==> config.mk <==
export PLATFORM = sky130hd
export DESIGN_NAME = gear_edc_seq
export DESIGN_NICKNAME = d
export VERILOG_FILES = /design/src/rtl/gear_edc_seq.sv
export SDC_FILE = /design/constraint.sdc
export NUM_CORES = 1
export LEC_CHECK = 0
export BUFFER_PORTS_ARGS = -buffer_cell sky130_fd_sc_hd__buf_2
export CAP_MARGIN = 10
export CORE_MARGIN = 2
export CORE_UTILIZATION = 45
export CTS_CLUSTER_DIAMETER = 200
export DETAILED_ROUTE_END_ITERATION = 10
export HOLD_SLACK_MARGIN = 0.15
export PLACE_DENSITY = 0.66
export SETUP_SLACK_MARGIN = 0.1
export SKIP_CTS_REPAIR_TIMING = 1
export SYNTH_ARGS = -nofsm -noshare
export SYNTH_HDL_FRONTEND = slang
export SYNTH_SLANG_ARGS = --single-unit
==> constraint.sdc <==
create_clock -name clk -period 3.61 [get_ports clk]
set_clock_uncertainty 0.1 [all_clocks]
set_input_delay 0.722 -clock clk [delete_from_list [all_inputs] [get_ports clk]]
set_output_delay 0.722 -clock clk [all_outputs]
set_load 0.05 [all_outputs]
==> src/rtl/gear_edc_seq.sv <==
// gear_edc_seq: GeAr(N,R,P) approximate adder with sequential per-sub-adder error detection and correction
module gear_edc_seq #(
    parameter int N = 8,
    parameter int R = 1,
    parameter int P = 2,
    parameter int SW = 16,
    localparam int K = (N - P) / R,
    localparam int CW = $clog2(K) + 1,
    localparam int IW = (K > 1) ? $clog2(K) : 1
) (
    input  logic          clk,
    input  logic          rst,
    input  logic          in_valid,
    output logic          in_ready,
    input  logic [N-1:0]  in1,
    input  logic [N-1:0]  in2,
    input  logic          corr_en,
    output logic          out_valid,
    input  logic          out_ready,
    output logic [N:0]    res,
    output logic          err_det,
    output logic [CW-1:0] err_cnt,
    input  logic          stat_clr,
    output logic [SW-1:0] stat_ops,
    output logic [SW-1:0] stat_err
);
    typedef enum logic [1:0] {IDLE, EVAL, CORR, DONE} state_t;
    state_t state;
    logic [N-1:0] a, b, p, c;
    logic ce;
    logic [K-1:0] err_vec, errv, err_nxt;
    logic [IW-1:0] idx;
    logic [N:0] full, appr;
    logic [P+R:0] win0 [K];
    logic [P+R:0] win1 [K];
    logic [CW-1:0] pop;

    function automatic logic [IW-1:0] lowest(input logic [K-1:0] v);
        lowest = '0;
        for (int j = K - 1; j >= 0; j--)
            if (v[j]) lowest = IW'(j);
    endfunction

    // c recovers the exact carry into each bit from the exact sum and the propagate vector
    always_comb begin
        p = a ^ b;
        full = {1'b0, a} + {1'b0, b};
        c = full[N-1:0] ^ p;
        appr = '0;
        errv = '0;
        pop = '0;
        for (int j = 0; j < K; j++) begin
            win0[j] = (P+R+1)'(a[j*R +: P+R]) + (P+R+1)'(b[j*R +: P+R]);
            win1[j] = win0[j] + (P+R+1)'(1);
        end
        appr[P+R-1:0] = win0[0][P+R-1:0];
        for (int j = 1; j < K; j++) begin
            appr[j*R+P +: R] = win0[j][P +: R];
            errv[j] = c[j*R] & (&p[j*R +: P]);
        end
        appr[N] = win0[K-1][P+R];
        for (int j = 0; j < K; j++)
            pop = pop + CW'(errv[j]);
        err_nxt = err_vec & ~(K'(1) << idx);
    end

    always_ff @(posedge clk or posedge rst) begin
        if (rst) begin
            state <= IDLE;
            in_ready <= 1'b1;
            out_valid <= 1'b0;
            res <= '0;
            err_det <= 1'b0;
            err_cnt <= '0;
            a <= '0;
            b <= '0;
            ce <= 1'b0;
            err_vec <= '0;
            idx <= '0;
        end else begin
            case (state)
                IDLE: if (in_valid) begin
                    a <= in1;
                    b <= in2;
                    ce <= corr_en;
                    in_ready <= 1'b0;
                    state <= EVAL;
                end
                EVAL: begin
                    res <= appr;
                    err_vec <= errv;
                    err_det <= |errv;
                    err_cnt <= pop;
                    idx <= lowest(errv);
                    state <= (errv == '0 || !ce) ? DONE : CORR;
                    out_valid <= (errv == '0 || !ce);
                end
                CORR: begin
                    res[idx*R+P +: R] <= win1[idx][P +: R];
                    if (idx == IW'(K-1)) res[N] <= win1[idx][P+R];
                    err_vec <= err_nxt;
                    idx <= lowest(err_nxt);
                    state <= (err_nxt == '0) ? DONE : CORR;
                    out_valid <= (err_nxt == '0);
                end
                DONE: if (out_ready) begin
                    out_valid <= 1'b0;
                    in_ready <= 1'b1;
                    state <= IDLE;
                end
            endcase
        end
    end

    always_ff @(posedge clk or posedge rst) begin
        if (rst) begin
            stat_ops <= '0;
            stat_err <= '0;
        end else if (stat_clr) begin
            stat_ops <= '0;
            stat_err <= '0;
        end else if (state == DONE && out_ready) begin
            stat_ops <= stat_ops + SW'(stat_ops != '1);
            stat_err <= stat_err + SW'(err_det && stat_err != '1);
        end
    end
endmodule

# Word level (Yosys, flattened, before mapping)
# Cells that the tools add are included.
# Widths: inputs -> output; s select.
# classes
n_addsub	21
order_cmp	1
n_eq_ne	8
n_shift	3
muxes	33
bitwise	10
reduce_logical	21
# op_table
op	n
$mux 16	4
$neg 4->34	1
$shift 1x34->9 const A	1
$shiftx 1x34->9	1
$mux 3	11
$add 16x1->16	2
$ne 16x16->1 const B	2
$add 3x3->4	6
$add 4x1->4 const B	6
$pmux 9 s2	1
$reduce_and 2->1	8
$bmux 4 s3	1
$logic_not 6->1	2
$pmux 6 s2	1
$bwmux 9	1
$mux 4	2
$pmux 2 s4	1
$xor 7x7->7	1
$add 6x6->6	1
$and 6x6->6	1
$mux 1	6
$not 6->6	1
$pmux 3 s2	1
$reduce_bool 2->1	3
other kinds (24)	32
# word_totals
register_bits	76

# Depth between registers and ports, before layout
# logic_depth
word_depth	10
ltp_mapped	13

# Worst setup path after synthesis
# Ideal clock, no wire load.
# synth_path
path_type	register to register
startpoint	register a[0]
endpoint	register err_cnt[1]
setup_ns	0.125
arrival_time_ns	2.901
required_ns	3.385
setup_slack_ns	0.485
path_stages_with_launch	14
path_buffers	0
period_less_slack_ns	3.125
cell_sequence	dfrtp_1 -> ha_1 -> inv_1 -> fa_1 -> nand3b_1 -> inv_1 -> o211ai_1 -> inv_1 -> fa_1 -> inv_1 -> fa_1 -> inv_1 -> ha_1 -> mux2_2
# synth_between
elab_chain_cells	7
# synth_rtl
item	line	source
start: declaration	29	logic [N-1:0] a, b, p, c;
start signal: assignment	83	a <= in1;
$add 6x6->6 *	47	full = {1'b0, a} + {1'b0, b};
$xor 6x6->6 *	48	c = full[N-1:0] ^ p;
$and 1x1->1	59	errv[j] = c[j*R] & (&p[j*R +: P]);
$add 1x1->2	63	pop = pop + CW'(errv[j]);
$add 2x1->3	63	
$add 3x1->4	63	
$add 4x1->4 *	63	
via pop[1]	36	logic [CW-1:0] pop;
end signal: assignment	93	err_cnt <= pop;
end: declaration	22	output logic [CW-1:0] err_cnt,
# Mark *: on every way through the listed nets, which the timed path passes. The rest lies on a longest branch.
# A chain may end at the register's enable or synchronous reset.

# Worst setup path in the final report
# Same ends and word-level chain as after synthesis.

==> results.toml <==
[floorplan]
die_h_um = 104
die_w_um = 104
initial_utilization_pct = 46.0
ioPinCount = 70
die_area_um2 = 10800
rows = 36
core_area_um2 = 9730

[synth]
synth_top_cell_area_share_pct = 41.4
ys_seq_area_share_pct = 42.0
synthTopCellsByArea = "dfrtp_1 41%, ha_1 7.3%, mux2_2 5.5%, xor2_1 4.3%, nand2_1 4.3%"
synth_compound_area_share_pct = 12.8
synth-edff-count = 0
synth_top_family_by_area = "simple AND/OR/NAND/NOR gates"
synthMuxAreaShare_pct = 5.53
ys_warn_count = 0
syn_nets = 519
async_flop_share_pct = 100
synth_cell_type_count = 54
synthTopCellsByCount = "74 x dfrtp_1, 51 x nand2_1, 43 x nor2_1, 29 x a21oi_1, 26 x ha_1"
synth_xor_area_share_pct = 7.18
synthCells = 463
syn_area_um2 = 4480
yosysMostFrequentCell = "dfrtp_1"
synth-simple-area-share_pct = 17.9
synth_adder_area_share_pct = 10.8
avgSynthCellArea_um2 = 9.67
synth-seq-cells = 75
synth_top_area_cell = "dfrtp_1"
synth_ff_type = "dfrtp_1"

[cts]
cts_made_buffers = 9
clk_pin_slew_ps = 80
insertion_delay_ps = 350
tritoncts = "done"
cts_buffer_depth = 2
cts_sinks = 75
cts-htree-levels = 3
cts_root_buf = "clkbuf_8"

[worst_setup_path]
crit_arrival_ps = 3380
crit_required_ps = 3740
r2r_end = "err_cnt[1]$_DFFE_PP0P_"
cp_top_family = "adder cells"
r2r_start = "a[0]$_DFFE_PP0P_"
crit_fanout = 3
cp_slowest_cell = "fa_1"
worstSetupEndpointType = "flop"
crit_chain = "ha_1, inv_1, fa_1, nand3b_1, inv_1, o211ai_1, inv_1, fa_1, inv_1, fa_1, inv_1, ha_1, mux2_2"
crit_path_max_incr_delay_ps = 480
rr_worst_depth = 13
r2r_slack_ps = 370
crit_type = "flop to flop"
cpMostUsedCell = "inv_1"
cp_num_buf_inv = 5
cp-start-kind = "flop"

[global_route]
grt_max_degree = 33
grt.overflow.total = 0
grt_usage_pct = 19.3
grt_antenna_before_repair = 0
first_global_vias = 3480
grt_pass1_wl_um = 17100

[sta]
rsz0062_at_grt = "false"
fin_hold_ws_ps = 305
final.setup.worst_slack_ps = 365
finalSetupViolCount = 0
drv_slew = 0
fmax_mhz = 308
tns_ps = 0
final_hold_viol_count = 0
post-route-min-period_ps = 3240
finalCritPeriodShare_pct = 89.9
maxSlewHeadroom_pct = 51.8
worstMarginPinSlew_ps = 721

[cells_and_area]
antennaDiodeCount = 0
finalNetCount = 589
regArea_um2 = 1880
drive_gt1_share_pct = 22.5
design_area_um2 = 5160
multi_input_area_um2 = 2430
n_fill_cell = 925
syn_to_final_growth_pct = 15.2

[routing]
drt_iter0_drc = 255
vias = 3625
drc = 0
first_pass_iters = 7
drt-vias-per-instance = 5.41
wl_um = 10100
ant_nets = 0
wire_per_inst_um = 15.1

[hold_path]
hp-class = "input port to asynchronous set/reset pin"

[placement]
placed_cell_area_um2 = 4930
routabilityCongestion = 0.881
post-place-ws_ps = 270
dp_hpwl_um = 7350
port-buffer-count = 68

[power]
total_power_mw = 4.90
ir_drop_mv = 0.462
p_per_area_nw_per_um2 = 951
leakage_nw = 2.38

[outcome]
status = "finished clean"

[run]
max_cap_viol_count = 0
==> worst max path at each step <==
stage,startpoint,slack [ps],to,cells after the start
floorplan,a[0]$_DFFE_PP0P_,480,err_cnt[1]$_DFFE_PP0P_,13
global placement,a[0]$_DFFE_PP0P_,350,err_cnt[1]$_DFFE_PP0P_,13
detailed placement,a[0]$_DFFE_PP0P_,270,err_cnt[1]$_DFFE_PP0P_,13
CTS,a[0]$_DFFE_PP0P_,260,err_cnt[1]$_DFFE_PP0P_,13
global route,a[0]$_DFFE_PP0P_,150,err_cnt[1]$_DFFE_PP0P_,13
finish,a[0]$_DFFE_PP0P_,370,err_cnt[1]$_DFFE_PP0P_,13
==> flip-flops by register name, summed over array words and instances, names as in the netlist <==
signal	flops
in_ready	1
state	2
out_valid	1
err_vec	6
a	8
idx	3
stat_err	16
err_det	1
err_cnt	3
ce	1
stat_ops	16
b	8
res	9
==> kinds of logic (layout without fill, tap and decap cells) <==
family,after synthesis,count (layout)
multiplexers,22,22
XOR/XNOR,35,35
AO/OA/AOI/OAI,86,86
adder cells (fa/ha/maj),34,34
other,1,1
AND/OR/NAND/NOR,169,169
buffers and inverters,41,115
flip-flops,75,75
==> cell type report <==
| type | instances | area share, % |
|---|---|---|
| Clock buffer | 13 | 3.08 |
| Clock inverter | 2 | 0.679 |
| Inverter | 25 | 1.82 |
| Multi-Input combinational cell | 347 | 47.2 |
| Sequential cell | 75 | 36.4 |
| Tap cell | 133 | 3.23 |
| Timing Repair Buffer | 75 | 7.62 |
==> worst register-to-register path, delay by kind of cell (launching register included) <==
family | cells | cell delay, ps
AOI/OAI and AO/OA | 1 | 290
buffers and inverters | 5 | 370
adders and majority gates | 5 | 1540
and+or+nand+nor | 1 | 170
DFF | 1 | 400
muxes | 1 | 260
==> metrics by stage <==
stage | std cells | util (%)
after floorplan | 463 | -
after global placement | 651 | 50.7
after detailed placement | 651 | 50.7
after CTS | 666 | 52.7
after global routing | 670 | 53.0
final | 670 | 53.0
==> metal layers <==
| metal | track usage, % | vias up | share of wire (%) |
|---|---|---|---|
| met1 | 27.8 | 1732 | 49 |
| met4 | 6.95 | 0 | 1.4 |
| met3 | 4.22 | 11 | 6.3 |
| li1 | - | 1758 | - |
| met2 | 28.8 | 124 | 44 |
| met5 | 0 | - | 0 |
==> cells in the final DEF (no fill, tap or decap), drive strengths merged, types with 6 or more instances in the layout <==
master | netlist | routed
inv | 25 | 25
nand3 | 23 | 23
mux2 | 22 | 22
clkbuf | 8 | 13
xor2 | 24 | 24
nand2 | 51 | 51
dfrtp | 74 | 74
fa | 8 | 8
o21ai | 14 | 14
o22ai | 7 | 7
buf | 8 | 75
ha | 26 | 26
xnor2 | 11 | 11
or3 | 6 | 6
nand2b | 7 | 7
nand4 | 15 | 15
a21oi | 29 | 29
nor2 | 43 | 43
==> report_power, final <==
group / total, mW / switching, mW / internal (mW)
Sequential: 1.30 / 0.225 / 1.08
Combinational: 2.94 / 1.79 / 1.15
Clock: 0.660 / 0.307 / 0.353
(Power assumes the default switching activity.)
